## src/rtl/fetch_stage.sv

```systemverilog
// rtl/fetch_stage.sv - MIPS F stage: PC, variable-latency imem fetch, skid buffer, IF/ID register
//
// Purpose:
//   Owns the PC and the IF/ID pipeline register. Issues one fetch at a time
//   over a req/ack instruction-memory port, parks a completed fetch in a
//   one-entry skid buffer while D is stalled, and applies D-stage redirects
//   after the delay slot has been fetched.
//
// Ports:
//   clk          rising-edge clock
//   reset        asynchronous active-low reset
//   imem_req     fetch request, held until ack
//   imem_addr    fetch address (= pc)
//   imem_ack     read data valid this cycle
//   imem_rdata   instruction word, sampled on req & ack
//   stall_d      hold IF/ID
//   redirect     D-stage control transfer taken (ignored while stall_d)
//   redirect_pc  redirect target
//   d_instr      IF/ID instruction (0 when invalid)
//   d_pc         IF/ID pc
//   d_valid      IF/ID holds a real instruction
//   d_opcode     d_instr[31:26]
//   d_func       d_instr[5:0]
//   fetch_err    sticky misaligned / out-of-window fetch error

module fetch_stage #(
  parameter logic [31:0] PC_RESET = 32'h0000_3000,
  parameter logic [31:0] IM_BASE  = 32'h0000_3000,
  parameter int unsigned IM_WORDS = 4096
) (
  input  logic        clk,
  input  logic        reset,
  output logic        imem_req,
  output logic [31:0] imem_addr,
  input  logic        imem_ack,
  input  logic [31:0] imem_rdata,
  input  logic        stall_d,
  input  logic        redirect,
  input  logic [31:0] redirect_pc,
  output logic [31:0] d_instr,
  output logic [31:0] d_pc,
  output logic        d_valid,
  output logic [5:0]  d_opcode,
  output logic [5:0]  d_func,
  output logic        fetch_err
);

  localparam logic [31:0] WIN_BYTES = 32'(IM_WORDS * 4);

  typedef enum logic [1:0] {
    S_IDLE,
    S_REQ,
    S_HOLD,
    S_ERR
  } state_t;

  state_t      state_q, state_d;
  logic [31:0] pc_q, pc_d;
  logic [31:0] instr_q, instr_d;
  logic [31:0] dpc_q, dpc_d;
  logic        dvalid_q, dvalid_d;
  // The skid buffer is occupied exactly while in S_HOLD, so it needs no valid bit.
  logic [31:0] skid_instr_q, skid_instr_d;
  logic [31:0] skid_pc_q, skid_pc_d;
  logic [31:0] redir_q, redir_d;
  logic        redir_pend_q, redir_pend_d;
  logic        err_q, err_d;

  logic        take_redir;
  logic [31:0] npc;
  logic [31:0] hold_pc;

  function automatic logic pc_legal(input logic [31:0] a);
    return (a[1:0] == 2'b00) && (a >= IM_BASE) && ((a - IM_BASE) < WIN_BYTES);
  endfunction

  always_comb begin
    state_d      = state_q;
    pc_d         = pc_q;
    instr_d      = instr_q;
    dpc_d        = dpc_q;
    dvalid_d     = dvalid_q;
    skid_instr_d = skid_instr_q;
    skid_pc_d    = skid_pc_q;
    redir_d      = redir_q;
    redir_pend_d = redir_pend_q;

    take_redir = redirect && !stall_d;
    if (take_redir) begin
      npc = redirect_pc;
    end else if (redir_pend_q) begin
      npc = redir_q;
    end else begin
      npc = pc_q + 32'd4;
    end
    // In HOLD the delay slot is already parked in the skid buffer, so a
    // redirect on the release cycle must replace the pc directly; otherwise
    // the sequential pc after the slot would be fetched before the target.
    hold_pc = take_redir ? redirect_pc : pc_q;

    case (state_q)
      S_IDLE: begin
        state_d = pc_legal(pc_q) ? S_REQ : S_ERR;
      end
      S_REQ: begin
        if (imem_ack) begin
          pc_d         = npc;
          redir_pend_d = 1'b0;
          if (!stall_d) begin
            instr_d  = imem_rdata;
            dpc_d    = pc_q;
            dvalid_d = 1'b1;
            state_d  = pc_legal(npc) ? S_REQ : S_ERR;
          end else begin
            skid_instr_d = imem_rdata;
            skid_pc_d    = pc_q;
            state_d      = S_HOLD;
          end
        end else begin
          if (!stall_d) begin
            instr_d  = 32'd0;
            dvalid_d = 1'b0;
          end
          if (take_redir) begin
            redir_d      = redirect_pc;
            redir_pend_d = 1'b1;
          end
        end
      end
      S_HOLD: begin
        if (!stall_d) begin
          instr_d      = skid_instr_q;
          dpc_d        = skid_pc_q;
          dvalid_d     = 1'b1;
          pc_d         = hold_pc;
          redir_pend_d = 1'b0;
          state_d      = pc_legal(hold_pc) ? S_REQ : S_ERR;
        end
      end
      S_ERR: begin
        if (!stall_d) begin
          instr_d  = 32'd0;
          dvalid_d = 1'b0;
        end
      end
      default: begin
        state_d = S_IDLE;
      end
    endcase

    err_d = err_q || (state_d == S_ERR);
  end

  always_ff @(posedge clk or negedge reset) begin
    if (!reset) begin
      state_q      <= S_IDLE;
      pc_q         <= PC_RESET;
      instr_q      <= 32'd0;
      dpc_q        <= PC_RESET;
      dvalid_q     <= 1'b0;
      skid_instr_q <= 32'd0;
      skid_pc_q    <= 32'd0;
      redir_q      <= 32'd0;
      redir_pend_q <= 1'b0;
      err_q        <= 1'b0;
    end else begin
      state_q      <= state_d;
      pc_q         <= pc_d;
      instr_q      <= instr_d;
      dpc_q        <= dpc_d;
      dvalid_q     <= dvalid_d;
      skid_instr_q <= skid_instr_d;
      skid_pc_q    <= skid_pc_d;
      redir_q      <= redir_d;
      redir_pend_q <= redir_pend_d;
      err_q        <= err_d;
    end
  end

  assign imem_req  = (state_q == S_REQ);
  assign imem_addr = pc_q;
  assign d_instr   = instr_q;
  assign d_pc      = dpc_q;
  assign d_valid   = dvalid_q;
  assign d_opcode  = instr_q[31:26];
  assign d_func    = instr_q[5:0];
  assign fetch_err = err_q;

endmodule
```

## config.mk

```make
export PLATFORM = sky130hd
export DESIGN_NAME = fetch_stage
export DESIGN_NICKNAME = d
export VERILOG_FILES = /design/src/rtl/fetch_stage.sv
export SDC_FILE = /design/constraint.sdc
export NUM_CORES = 1
export LEC_CHECK = 0
export CORE_AREA = 2 2 185 187
export CTS_CLUSTER_DIAMETER = 200
export DETAILED_ROUTE_END_ITERATION = 8
export DIE_AREA = 0 0 187 189
export PLACE_DENSITY_LB_ADDON = 0.05
export SLEW_MARGIN = 20
export SYNTH_ARGS = -nofsm -noshare
export SYNTH_HDL_FRONTEND = slang
export SYNTH_SLANG_ARGS = --single-unit
export TNS_END_PERCENT = 20
```

## constraint.sdc

```tcl
create_clock -name clk -period 9.1 [get_ports clk]
set_input_delay 2.275 -clock clk [delete_from_list [all_inputs] [get_ports clk]]
set_output_delay 2.275 -clock clk [all_outputs]
set_load 0.01 [all_outputs]
```

==> impl_metrics.tcl <==
set metrics [dict create \
    crit_chain "clkdlybuf4s50_1, nor2b_4, buf_4, nor2_1, nand3_1, nand4_1, nor4_4, a311o_1, a2111oi_2, o2bb2ai_1" \
    dieArea_um2 35340 \
    critPathMaxStageDelay_ns 0.89 \
    fin_crit_sh 0.5829 \
    ff2ff_path_depth 8 \
    cp_data_required_time_ns 9.40 \
    port-buffer-count 179 \
    final.setup.worst_slack_ns 3.796 \
    grt_use_total 0.1808 \
    outcome "complete, no violations" \
    worstHoldStart "d_pc[13]" \
    synth_cells 965 \
    antenna_cells 0 \
    crit_type "in2reg" \
    seq_area_frac_synth 0.5014 \
    rows 67 \
    most-common-layout-cells "193 x dfrtp_1, 178 x clkdlybuf4s50_1, 123 x nand2_1, 109 x o21ai_0, 92 x mux2_2" \
    grt_pass1_wl_mm 49.61 \
    synth-edff-count 0 \
    place_ws_ns 3.327 \
    dp_hpwl_mm 21.48 \
    ys_ff_latch 197 \
    synthArstFlopShare 1.000 \
    critPathCaptureType "flop" \
    holdPathEnd "d_pc[13]" \
    regArea_um2 4935 \
    syn_to_final_growth_pct 27.51 \
    fp.dieH_um 189 \
    final_common_cell "dfrtp_1" \
    start_util 0.2957 \
    crit_slowest_cell "clkdlybuf4s50_1" \
    antenna_left 0 \
    routedWlPerCell_um 20.59 \
    r2r_end "state_q[1]" \
    antenna_found_initial 0 \
    place_area_um2 11970 \
    cts_buffer_depth 2 \
    layout.nets 1163 \
    design_area_um2 12550 \
    clock_sinks 197 \
    peakVddDrop_mv 0.1204 \
    cp.arrival_ns 5.61 \
    synth_nets 1040 \
    synth_area_per_cell_um2 10.20 \
    first_global_vias 7871 \
    syn_area_um2 9842 \
    finalMaxSlewViolations 0 \
    htree_levels 4 \
    wirelength_mm 31.89 \
    final.setup.tns_ns 0 \
    core-area_um2 33280 \
    cts_root_buf "clkbuf_16" \
    first_iter_violations 624 \
    maxCapViolCount 0 \
    final_layout_size_suffix_gt1_frac 0.1517 \
    viasPerCell 5.169 \
    grt_setup_unrepaired "false" \
    rrSetupSlack_ns 5.42 \
    routabilityCongestion 0.8363 \
    ys_warn_count 0 \
    dr.pass1.iters 5 \
    hold_class "reg2reg" \
    grt_start_max_net_pins 121 \
    cp-start-kind "input port" \
    clk_latency_ns 0.44 \
    whs_path_depth 2 \
    die_width_um 187 \
    n_fill_cell 3397 \
    clk_pin_slew_ns 0.07 \
    fin_util 0.3771 \
    ioPinCount 180 \
    multi_input_area_um2 4503 \
    critPathMaxFanout 54 \
    tightest_slew_ns 0.8803 \
    grt_overflow 0 \
    ys_types 64 \
    vias 8007 \
    leakage_nw 5.192 \
    cp.buffers_inverters 2 \
    p_per_area_nw_per_um2 137.3 \
    path_delay_family "buffers and inverters" \
    ctsHoldBuffers 0 \
    cts_resized 0 \
    reg2reg_from "imem_addr[10]" \
    postCtsSetupBuffers 0 \
    drc 0 \
    max_freq_mhz 188.5 \
    slew_headroom 0.4069 \
    clock_skew_ns 0.01256 \
    setup_viol 0 \
    cts_tree "done" \
    synth_flop_cell "dfrtp_1" \
    numCtsBuffers 17 \
    finalHoldViolCount 0 \
    period_needed_ns 5.304 \
]
[synth_stat cells (12+ instances only)]
| library cell | number | share of area |
|---|---|---|
| inv_1 | 14 | 0.0053 |
| nand3_1 | 20 | 0.010 |
| nand4_1 | 13 | 0.0083 |
| a22oi_1 | 41 | 0.031 |
| a21oi_1 | 34 | 0.017 |
| o21ai_0 | 109 | 0.055 |
| o22ai_1 | 25 | 0.016 |
| nand2_1 | 124 | 0.047 |
| clkbuf_1 | 62 | 0.024 |
| mux2_2 | 92 | 0.11 |
| mux2i_1 | 38 | 0.039 |
| nor2_1 | 30 | 0.011 |
| nor4_1 | 15 | 0.0095 |
| dfrtp_1 | 193 | 0.49 |
| buf_4 | 12 | 0.0092 |
[metrics by stage]
step | hold slack (ns) | cells | power, mW
after floorplan | 0.4496 | 965 | 0.9171
after global placement | 0.4602 | 1517 | 0.9879
after detailed placement | 0.4698 | 1517 | 0.9872
after CTS | 0.4831 | 1549 | 1.752
after global routing | 0.4994 | 1549 | 1.793
final | 0.4782 | 1549 | 1.722
[per-layer routing]
metal	part of all wire	GRT usage	vias up
li1	-	-	3772
met2	0.44	0.2719	254
met3	0.050	0.03003	21
met5	0	0	-
met4	0.013	0.04274	0
met1	0.50	0.2698	3960
[kinds of logic (layout without fill, tap and decap cells)]
kind of cell | Yosys count | after routing | share of synthesized area
muxes | 130 | 130 | 0.1439
buffers and inverters | 105 | 241 | 0.04564
DFF | 197 | 197 | 0.5014
and+or+nand+nor | 252 | 252 | 0.1240
AOI/OAI and AO/OA | 269 | 269 | 0.1721
adders and majority gates | 6 | 6 | 0.007628
xor gates and xnor gates | 6 | 6 | 0.005339
[sequential cells by signal, indices dropped and copies added, names as in the netlist, named ones only]
name,count
d_instr,32
d_pc,32
fetch_err,1
imem_addr,32
redir_pend_q,1
redir_q,32
skid_instr_q,32
skid_pc_q,32
state_q,2
[worst register-to-register path: stages (launching register included)]
cell,delay (ns)
dfrtp_1,0.63
nand4_2,0.24
or4_1,0.83
nor4_1,0.39
xnor2_1,0.20
o21ai_0,0.21
a2111o_1,0.49
a2111oi_2,0.41
o2bb2ai_1,0.14
[worst max path at each step]
stage	slack, ns	start	depth (start not counted)	endpoint
6_report	3.80	stall_d	10	state_q[1]
5_1_grt	3.66	stall_d	10	state_q[1]
4_1_cts	3.81	stall_d	10	state_q[1]
3_5_place_dp	3.33	stall_d	10	fetch_err
3_3_place_gp	3.40	stall_d	10	state_q[1]
2_1_floorplan	4.79	redirect	9	state_q[1]
[cell type report]
type                            instances  area share
Clock buffer                           20     0.03639
Clock inverter                         12    0.009073
Inverter                               14    0.004187
Multi-Input combinational cell        663      0.3588
Sequential cell                       197      0.3932
Tap cell                              448     0.04467
Timing Repair Buffer                  195      0.1536
[where the power goes]
| part | switching, mW | internal, mW | leakage (nW) | total (mW) |
|---|---|---|---|---|
| Sequential | 0.000177 | 0.875 | 2.69 | 0.875 |
| Clock | 0.377 | 0.377 | 0.276 | 0.754 |
| Combinational | 0.0551 | 0.0385 | 2.23 | 0.0936 |
No activity file was read; power rests on OpenSTA's default activity.
